--- src/rtl/fetch_controller.sv ---
// rtl/fetch_controller.sv - fetch-stage PC sequencer with held redirects and a halt freeze
module fetch_controller #(
  parameter int              PC_W         = 32,
  parameter logic [PC_W-1:0] RESET_TARGET = '0
) (
  input  logic            CLK,
  input  logic            RST,
  input  logic [PC_W-1:0] npc,
  input  logic            ihit,
  input  logic            stall,
  input  logic            branch_taken,
  input  logic [PC_W-1:0] branch_target,
  input  logic            jump,
  input  logic [PC_W-1:0] jump_target,
  input  logic            jr,
  input  logic [PC_W-1:0] jr_target,
  input  logic            halt,
  output logic            PCEN,
  output logic [PC_W-1:0] new_pc,
  output logic            iREN,
  output logic            flush_fd,
  output logic            halted
);

  typedef enum logic [1:0] {
    RUN  = 2'd0,
    PEND = 2'd1,
    HALT = 2'd2
  } state_t;

  state_t          state;
  logic [PC_W-1:0] pend_target;
  logic            redirect;
  logic [PC_W-1:0] sel_target;
  logic [PC_W-1:0] target;

  assign redirect = branch_taken | jr | jump;

  // Older control-flow instruction wins: branch over jr over jump.
  always_comb begin
    sel_target = jump_target;
    if (branch_taken)
      sel_target = branch_target;
    else if (jr)
      sel_target = jr_target;
  end

  assign target = {sel_target[PC_W-1:2], 2'b00};

  always_ff @(posedge CLK or posedge RST) begin
    if (RST) begin
      state       <= RUN;
      pend_target <= RESET_TARGET;
    end else begin
      case (state)
        RUN: begin
          if (halt)
            state <= HALT;
          else if (redirect && !ihit) begin
            pend_target <= target;
            state       <= PEND;
          end
        end
        PEND: begin
          if (halt)
            state <= HALT;
          else if (ihit)
            state <= RUN;
        end
        HALT:    state <= HALT;
        default: state <= RUN;
      endcase
    end
  end

  // Reset gates every output directly so they drop without waiting for a clock.
  always_comb begin
    PCEN     = 1'b0;
    new_pc   = npc;
    iREN     = 1'b0;
    flush_fd = 1'b0;
    halted   = 1'b0;
    if (!RST) begin
      case (state)
        RUN: begin
          iREN = 1'b1;
          if (!halt) begin
            if (redirect) begin
              new_pc   = target;
              PCEN     = ihit;
              flush_fd = ihit;
            end else begin
              PCEN = ihit & ~stall;
            end
          end
        end
        PEND: begin
          iREN   = 1'b1;
          new_pc = pend_target;
          if (!halt) begin
            PCEN     = ihit;
            flush_fd = ihit;
          end
        end
        HALT: begin
          halted = 1'b1;
        end
        default: begin
          PCEN = 1'b0;
        end
      endcase
    end
  end

endmodule
--- config.mk ---
export PLATFORM = sky130hd
export DESIGN_NAME = fetch_controller
export DESIGN_NICKNAME = d
export VERILOG_FILES = /design/src/rtl/fetch_controller.sv
export SDC_FILE = /design/constraint.sdc
export NUM_CORES = 1
export LEC_CHECK = 0
export ABC_AREA = 1
export BUFFER_PORTS_ARGS = -buffer_cell sky130_fd_sc_hd__buf_2
export CAP_MARGIN = 20
export CORE_UTILIZATION = 43
export CTS_CLUSTER_SIZE = 25
export DETAILED_ROUTE_END_ITERATION = 7
export GPL_TIMING_DRIVEN = 0
export HOLD_SLACK_MARGIN = 0.12
export PLACE_DENSITY = 0.81
export SKIP_CTS_REPAIR_TIMING = 1
export SLEW_MARGIN = 10
export SYNTH_ARGS = -nofsm -noshare
export SYNTH_HDL_FRONTEND = slang
export SYNTH_SLANG_ARGS = --single-unit
--- constraint.sdc ---
create_clock -name CLK -period 2.3 [get_ports CLK]
set_clock_uncertainty 0.2 [all_clocks]
set_input_delay 0.23 -clock CLK [delete_from_list [all_inputs] [get_ports CLK]]
set_output_delay 0.23 -clock CLK [all_outputs]
set_load 0.01 [all_outputs]
# After elaboration in Yosys (flattened, before gate mapping)
# Index checks and enable logic that the tools add are counted.
# Widths: inputs -> output; s select.
# totals
latch_bits	0
out_inout_bits	36
input_bits	136
n_memories	0
ff_bits	32
elab_cells	41
rom_bits	0
ramBits	0
# op_classes
n_lt_le_gt_ge	0
reduce_logical	6
eq_ne	4
n_shift	0
mul	0
n_mux	24
bitwise_logic	5
n_div	0
addsub	0
# op_table
operator	count
$mux 32	5
$pmux 32 s2	1
$mux 1	11
$mux 2	4
$ne 3x3->1 const B	2
$pmux 2 s3	1
$pmux 1 s2	2
$reduce_and 3->1	1
$eq 2x1->1 const B	1
$eq 2x2->1 const B	1
$logic_not 2->1	1
$not 1->1	2
$or 1x1->1	2
$reduce_and 2->1	1
$reduce_or 2->1	1
$and 1x1->1	1
$logic_and 1x1->1	1
$logic_not 1->1	1

# Logic depth before layout (Yosys ltp)
# Gate-level depths: netlist (run 1).
# logic_depth
depth_word	6
mapped_depth	10
ltp_nobuf	9

# Worst setup path before layout (run 1)
# No wires, ideal clock.
# synth_path
kind	input to output
from	input port RST
to	output port new_pc[22]
t_required_ns	1.870
path_buffers	1
path_stages	4
t_arrival_ns	1.748
slack_ns	0.122
path_cell_list	inv_2 buf_1 nand2_1 nand2_1
# synth_via
elab_chain_cells	1
# synth_rtl
item	line	text
from (decl)	7	input logic RST,
$mux 32	83	if (!RST) begin
to (decl)	19	output logic [PC_W-1:0] new_pc,
# Every way passes these cells.

# Worst setup path after layout (run 1)
# layout_path
from	register state[1]
to	output port new_pc[15]
# layout_via
elab_chain_cells	3
word_cells_on_any_way	4
cone_classes	eq/ne: 1; mux: 2; reduce/logical: 1
# layout_rtl
item	line	text
from (decl)	31	state_t state;
from (signal assigned)	52	state <= RUN;
from (signal assigned)	58	state <= HALT;
from (signal assigned)	61	state <= PEND;
$eq 2x1->1 or $logic_not 2->1 (tied branches)	84	case (state)
$pmux 32 s2 *	84	
$mux 32 *	83	
# Mark *: on every way between the ends. The rest lies on a longest branch, timed or not.

==> results.cfg, run 1 <==
[routing]
final_antenna_net_count = 0
drt-initial-drc-count = 147
viasPerCell = 4.98
vias = 3628
drc = 0
routed_wirelength_um = 8940
wl_per_cell_um = 12.3
drt_pass1_iterations = 4

[clocking]
htreeDepth = 2
numClockSinks = 32
cts.clk_slew.worst_paths_ps = 60
cts_buffer_depth = 2
numCtsBuffers = 5
clk-insertion-delay-late_ps = 290
clockRootBuffer = clkbuf_8
tritoncts = done

[yosys]
synth.area.top_cells = nand2_1 (33%), dfrtp_1 (30%), a21oi_1 (11%)
async_reset_ff_share_pct = 100
synth_nets = 608
yosysTopAreaCellShare_pct = 33.3
synth_area_mm2 = 0.00265
ys.flop_type = dfrtp_1
syn_avg_cell_area_um2 = 5.62
yosys_register_bits = 32
synth_top_cell_by_area = nand2_1
synth-edff-count = 0
ys_seq_area_share_pct = 30.2
syn-instance-count = 472
yosys_warnings = 0
ys_types = 22

[timing]
post-route-worst-setup-slack_ps = 86.2
fin_crit_ps = 2210
setup_violations = 0
post-route-period-util_pct = 96.3
worst_pin_slew_ps = 498
hold_violations = 0
final.setup.tns_ps = 0
relSlewSlack_pct = 66.8
slew_viol_final = 0
rsz0062_at_grt = true
fmax_mhz = 452

[die]
rows = 28
die_w_um = 80.5
dieArea_mm2 = 0.00648
core_area_mm2 = 0.00592
start_util_pct = 44.8
ioPinCount = 172
die_y_um = 80.5

[setup_path]
critPathMaxFanout = 10
r2r_start = state[1]
cp-start-kind = register
r2r_setup_slack_ps = 410
cp-endpoint = new_pc[15]
path_class = reg2out
end_kind = primary output
r2r_cells = 5
worstPathRequired_ps = 1870
cp-startpoint = state[1]
timing.rr.end = pend_target[28]
critPathArrivalTime_ps = 1780

[power]
power_density_mw_per_mm2 = 672
fin_total_pwr_mw = 2.55
power_leakage_nw = 2.19
vdd_drop_max_uv = 393

[final_layout]
layout_commonest_cell = nand2_1
fill_cells = 591
syn2layout_area_growth_pct = 43.3
drive_gt1_share_pct = 32.2
antennaDiodeCount = 0
finalInstanceArea_mm2 = 0.00380
seqCellArea_um2 = 802
multiInputGateArea_mm2 = 0.00161
nets = 788
most-common-layout-cells = nand2_1 (235), buf_2 (172), a21oi_1 (57)

[grt]
antenna_found_initial = 0
grt_pass1_wl_um = 13600
grtUsageTotal_pct = 27.1
grt_overflow = 0
grt_pass1_vias = 3021
grt_max_degree = 32

[min_path]
hold_depth = 3
hp-class = in2reg

[run_status]
status = completed

[place]
pre_cts_ws_ps = 61.1
gp_congestion = 0.856
placed_cell_area_mm2 = 0.00359
hpwlAfterDp_um = 6740
io_buffers = 165

[run]
drv_cap = 0
## registers in the layout (all words and copies together), names as in the netlist
signal	count
state	2
pend_target	30
## kinds of logic (layout without fill, tap and decap cells)
group                  Yosys count  in the layout  share of synthesized area (%)
flip-flops                      32             32                           30.2
AO/OA/AOI/OAI                  101            101                           19.4
buffers and inverters           61            242                           9.72
AND/OR/NAND/NOR                278            278                           40.7
## stage by stage
stage | hold slack (ps) | cells | utilization (%)
global route | 132 | 728 | 64.2
finish | 84.1 | 728 | 64.2
CTS | -68.4 | 721 | 62.6
floorplan | 128 | 472 | -
global placement | 255 | 712 | 60.3
detailed placement | 236 | 713 | 60.7
## area by class of cell
| class | count | area share [%] |
|---|---|---|
| Inverter | 36 | 3.62 |
| Sequential cell | 32 | 21.1 |
| Buffer | 25 | 3.59 |
| Clock buffer | 5 | 1.81 |
| Clock inverter | 3 | 1.12 |
| Timing Repair Buffer | 173 | 23.9 |
| Multi-Input combinational cell | 379 | 42.4 |
| Tap cell | 75 | 2.47 |
## cell usage after synthesis (3+ instances only)
library cell    n
inv_1          31
clkbuf_1       12
dfrtp_1        32
o21ai_0        37
buf_2           7
inv_2           5
or2_2           3
o21ai_1         4
nand3_1         4
buf_4           3
nor2_1         33
nand2_1       235
a21oi_1        57
## power breakdown
group | switching [mW] | internal (mW) | total [mW] | leakage (nW)
Clock | 0.222 | 0.320 | 0.542 | 0.0541
Combinational | 0.641 | 0.434 | 1.07 | 1.75
Sequential | 0.109 | 0.829 | 0.938 | 0.390
## how the worst min path moves through the flow
stage,from,slack (ps),endpoint
2_1_floorplan,ihit,130,state[0]
3_3_place_gp,pend_target[23],260,pend_target[23]
3_5_place_dp,RST,240,state[1]
4_1_cts,RST,-70,pend_target[7]
5_1_grt,jump_target[20],130,pend_target[20]
6_report,halt,80,state[1]
## routing by layer
| metal | GRT usage, % | wire [µm] | share of wire [%] | vias to the layer above |
|---|---|---|---|---|
| li1 | - | - | - | 1832 |
| met2 | 49.7 | 4480 | 50 | 137 |
| met3 | 3.52 | 537 | 6.0 | 13 |
| met4 | 7.68 | 88 | 0.98 | 0 |
| met5 | 0 | 0 | 0 | - |
| met1 | 32.7 | 3830 | 43 | 1646 |
## worst max-delay path, stage by stage, from the launching register on
cell	delay, ps
dfrtp_2	450
nor2_2	110
nand2_1	130
nor2_4	160
buf_4	200
nand2_1	70
o21ai_0	80
nand2_1	90
nand2_1	70
buf_2	130
(Power assumes the default switching activity.)
==> run 2: changes to the inputs <==
--- a/config.mk
+++ b/config.mk
@@ -11,7 +11,6 @@
 export CORE_UTILIZATION = 43
 export CTS_CLUSTER_SIZE = 25
 export DETAILED_ROUTE_END_ITERATION = 7
-export GPL_TIMING_DRIVEN = 0
 export HOLD_SLACK_MARGIN = 0.12
 export PLACE_DENSITY = 0.81
 export SKIP_CTS_REPAIR_TIMING = 1
==> results.cfg, run 2 (synthesis gave the netlist of run 1 again) <==
[timing]
rsz0062_at_grt = false
slew_viol_final = 0
fmax_mhz = 456
final.setup.tns_ps = 0
setup_violations = 0
relSlewSlack_pct = 67.0
post-route-period-util_pct = 95.3
post-route-worst-setup-slack_ps = 108
hold_violations = 0
worst_pin_slew_ps = 494
fin_crit_ps = 2190

[clocking]
numClockSinks = 32
clk-insertion-delay-late_ps = 280
tritoncts = done
numCtsBuffers = 5
cts.clk_slew.worst_paths_ps = 70
cts_buffer_depth = 2
htreeDepth = 2
clockRootBuffer = clkbuf_8

[routing]
vias = 3495
drt_pass1_iterations = 5
drt-initial-drc-count = 149
wl_per_cell_um = 11.8
viasPerCell = 4.90
final_antenna_net_count = 0
routed_wirelength_um = 8440
drc = 0

[setup_path]
end_kind = primary output
path_buf_inv = 2
critPathArrivalTime_ps = 1760
critPathSlowestCell = dfrtp_2
critPathMaxStageDelay_ps = 450
cp-start-kind = register
crit_top_cell = nand2_1
worstPathRequired_ps = 1870
critPathMaxFanout = 12
cp_cell_sequence = nor2_2, nand2_2, nor2_4, buf_4, nand2_1, o21ai_0, nand2_1, nand2_1, buf_2
path_class = reg2out
critPathTopFamily = simple AND/OR/NAND/NOR gates

[grt]
grt_max_degree = 31
grt_pass1_vias = 3047
antenna_found_initial = 0
grtUsageTotal_pct = 25.9
grt_overflow = 0
grt_pass1_wl_um = 13100

[power]
p_comb_share_pct = 41.4
p_switching_mw = 0.938
vdd_drop_max_uv = 388
p_seq_share_pct = 37.4
p_int_mw = 1.58
power_leakage_nw = 2.18
clock_power_share_pct = 21.2
sw_frac_of_total_pct = 37.3
power_density_mw_per_mm2 = 668

[place]
numPlacedInstances = 701
hpwlAfterDp_um = 6300
io_buffers = 165
pre_cts_ws_ps = 207
gp_congestion = 0.906

[die]
core_area_mm2 = 0.00592
start_util_pct = 44.8
ioPinCount = 172
rows = 28
dieArea_mm2 = 0.00648
die_w_um = 80.5
die_y_um = 80.5

[final_layout]
nets = 773
top_regs = pend_target (30), state (2)
multiInputGateArea_mm2 = 0.00160
top_register = pend_target
fill_cells = 587
antennaDiodeCount = 0
fin_cells = 713
seqCellArea_um2 = 802
layout_commonest_cell = nand2_1
largest_reg_flops = 30
drive_gt1_share_pct = 32.0
most-common-layout-cells = nand2_1 (234), buf_2 (165), a21oi_1 (57)
syn2layout_area_growth_pct = 42.0

[min_path]
hp-class = in2reg

[run]
drv_cap = 0

[run_status]
status = completed
-- run 2: changes by cell type in the layout (fill, tap and decap cells not counted), moves of 2 or more --
cell,previous run,this run
buf_2,172,165
clkbuf_1,8,1
buf_12,1,4
buf_4,7,10
clkbuf_2,3,0
clkbuf_4,2,0
-- run 2: worst register-to-register path, delay by kind of cell (launching register included) --
family	cells	cell delay, ps
buffers and inverters	2	740
and+or+nand+nor	3	460
DFF	1	450
AOI/OAI and AO/OA	1	100
-- run 2: final timing paths --
path                       cells past startpoint  slack (ps)            start               to
max in group asynchronous                      4        1170              RST  pend_target[25]
setup / recovery                               9         110         state[1]        new_pc[7]
hold reg to reg                                2         270  pend_target[26]  pend_target[26]
min in group asynchronous                      3         300              RST  pend_target[31]
setup reg to reg                               6         300         state[1]         state[0]
hold / removal                                 3         110             halt         state[1]
-- run 2: stage by stage --
| stage | instance area, µm² | utilization [%] | hold slack (ps) | total power, mW |
|---|---|---|---|---|
| final | 3760 | 63.6 | 108 | 2.52 |
| after detailed placement | 3590 | 60.7 | 37.7 | 1.97 |
| after CTS | 3700 | 62.5 | -273 | 2.51 |
| after global placement | 3590 | 60.7 | 31.5 | 1.92 |
| after global routing | 3760 | 63.6 | 117 | 2.75 |
| after floorplan | 2650 | - | 128 | 1.58 |
-- run 2: cell type report --
| cell class | instances | area share [%] |
|---|---|---|
| Clock buffer | 6 | 1.93 |
| Multi-Input combinational cell | 379 | 42.5 |
| Tap cell | 75 | 2.49 |
| Timing Repair Buffer | 183 | 27.2 |
| Sequential cell | 32 | 21.3 |
| Inverter | 36 | 3.69 |
| Clock inverter | 2 | 0.931 |
-- run 2: metal layers --
layer  share of wire [%]  global-route usage (%)  vias to the layer above  wire [µm]
met2                  50                    48.3                      138       4260
li1                    -                       -                     1796          -
met4                0.52                    5.71                        0         44
met3                 6.5                    4.09                        5        553
met1                  43                    30.8                     1556       3590
met5                   0                       0                        -          0
-- run 2: power by group through the flow --
stage / clock [mW] / combinational (mW) / sequential [mW]
after floorplan: 0 / 0.666 / 0.913
after global routing: 0.570 / 1.20 / 0.974
final: 0.533 / 1.04 / 0.940
after global placement: 0 / 0.988 / 0.929
after CTS: 0.548 / 1.03 / 0.935
after detailed placement: 0 / 1.02 / 0.944
==> run 3: changes to the inputs <==
--- a/config.mk
+++ b/config.mk
@@ -8,6 +8,7 @@
 export ABC_AREA = 1
 export BUFFER_PORTS_ARGS = -buffer_cell sky130_fd_sc_hd__buf_2
 export CAP_MARGIN = 20
+export CORE_ASPECT_RATIO = 0.75
 export CORE_UTILIZATION = 43
 export CTS_CLUSTER_SIZE = 25
 export DETAILED_ROUTE_END_ITERATION = 7
==> results.cfg, run 3 (synthesis gave the netlist of run 1 again) <==
[setup_path]
cp-start-kind = register
r2r_start = state[1]
critPathSlowestCell = dfrtp_1
critPathMaxFanout = 19
r2r_cells = 6
cp-endpoint = new_pc[6]
worstPathRequired_ps = 1870
timing.rr.end = state[0]
r2r_setup_slack_ps = 290
path_class = reg2out
cp-startpoint = state[0]
critPathMaxStageDelay_ps = 410
end_kind = primary output
critPathArrivalTime_ps = 1720
cp_cell_sequence = inv_1, nor2_1, inv_1, o21ai_0, nand2_1, nand2_1, buf_2

[final_layout]
drive_gt1_share_pct = 31.8
syn2layout_area_growth_pct = 41.2
largest_reg_flops = 30
fin_cells = 720
antennaDiodeCount = 0
layout_commonest_cell = nand2_1
most-common-layout-cells = nand2_1 (234), buf_2 (165), a21oi_1 (57)
top_regs = pend_target (30), state (2)
nets = 777
top_register = pend_target

[place]
hpwlAfterDp_um = 6550
io_buffers = 165
numPlacedInstances = 708
pre_cts_ws_ps = 276
gp_congestion = 0.876

[routing]
viasPerCell = 4.88
final_antenna_net_count = 0
drt-initial-drc-count = 209
vias = 3510
drc = 0
drt_pass1_iterations = 5
wl_per_cell_um = 12.0
routed_wirelength_um = 8640

[timing]
relSlewSlack_pct = 66.0
hold_violations = 0
final.setup.tns_ps = 0
post-route-period-util_pct = 93.6
setup_violations = 0
worst_pin_slew_ps = 510
fmax_mhz = 465
post-route-worst-setup-slack_ps = 147
fin_crit_ps = 2150
slew_viol_final = 0
rsz0062_at_grt = false

[clocking]
clockRootBuffer = clkbuf_8
cts_buffer_depth = 2
cts.clk_slew.worst_paths_ps = 70
clk-insertion-delay-late_ps = 280
numCtsBuffers = 5
tritoncts = done
numClockSinks = 32
htreeDepth = 2

[power]
power_leakage_nw = 2.18
power_density_mw_per_mm2 = 652
vdd_drop_max_uv = 274

[grt]
antenna_found_initial = 0
grt_pass1_wl_um = 13900
grt_pass1_vias = 3139
grtUsageTotal_pct = 26.6
grt_overflow = 0
grt_max_degree = 32

[die]
die_y_um = 70.0
start_util_pct = 45.0
dieArea_mm2 = 0.00649
rows = 24
core_area_mm2 = 0.00589
ioPinCount = 172
die_w_um = 92.7

[min_path]
hp-class = in2reg

[run_status]
status = completed

[run]
drv_cap = 0
[run 3: changes by cell type in the layout (fill, tap and decap cells not counted), sizes merged]
cell      before  now
clkbuf         6    8
clkinv         1    0
clkinvlp       1    0
bufinv         1    0
inv           35   36
buf          180  184
[run 3: final cells by class]
| class | instances | area (µm²) |
|---|---|---|
| fill | 591 | 2140 |
| multi-input combinational | 379 | 1600 |
| timing repair buffer | 187 | 1020 |
| sequential | 32 | 801 |
| inverter | 36 | 135 |
| tap | 78 | 97.6 |
| clock buffer | 8 | 90.1 |
[run 3: metrics by stage]
step           hold WS (ps)  utilization (%)  power (mW)  cell area, µm²
2_1_floorplan           128                -        1.58            2650
3_3_place_gp          -41.5             61.4        1.93            3610
3_5_place_dp          -38.8             61.4        1.99            3610
4_1_cts                -340             62.9        2.43            3700
5_1_grt                 142             63.6        2.66            3740
6_report                108             63.6        2.44            3740
[run 3: worst min-delay path by stage]
stage / startpoint / to / slack (ps) / cells past startpoint
after floorplan: ihit / state[0] / 130 / 1
after global placement: RST / pend_target[10] / -40 / 2
after detailed placement: RST / pend_target[10] / -40 / 2
after CTS: RST / pend_target[10] / -340 / 2
after global routing: jump_target[11] / pend_target[11] / 140 / 5
final: halt / state[1] / 110 / 3
[run 3: report_power, final]
part / switching (mW) / leakage, nW / internal (mW)
Clock: 0.201 / 0.0455 / 0.244
Sequential: 0.110 / 0.391 / 0.828
Combinational: 0.624 / 1.74 / 0.433
Total: 0.935 / 2.18 / 1.51
[run 3: routing by layer]
layer,wire [µm],GRT usage (%),share of wire (%),up-vias
met5,0,0,0,-
met3,542,3.27,6.3,8
met2,4230,48.3,49,150
met1,3790,33.8,44,1546
li1,-,-,-,1806
met4,74,5.81,0.86,0
[run 3: critical path: cells and delay by family, from the launching register on]
family	cells	cell delay, ps
DFF	1	410
buffers and inverters	3	640
and+or+nand+nor	3	250
AOI/OAI and AO/OA	1	160
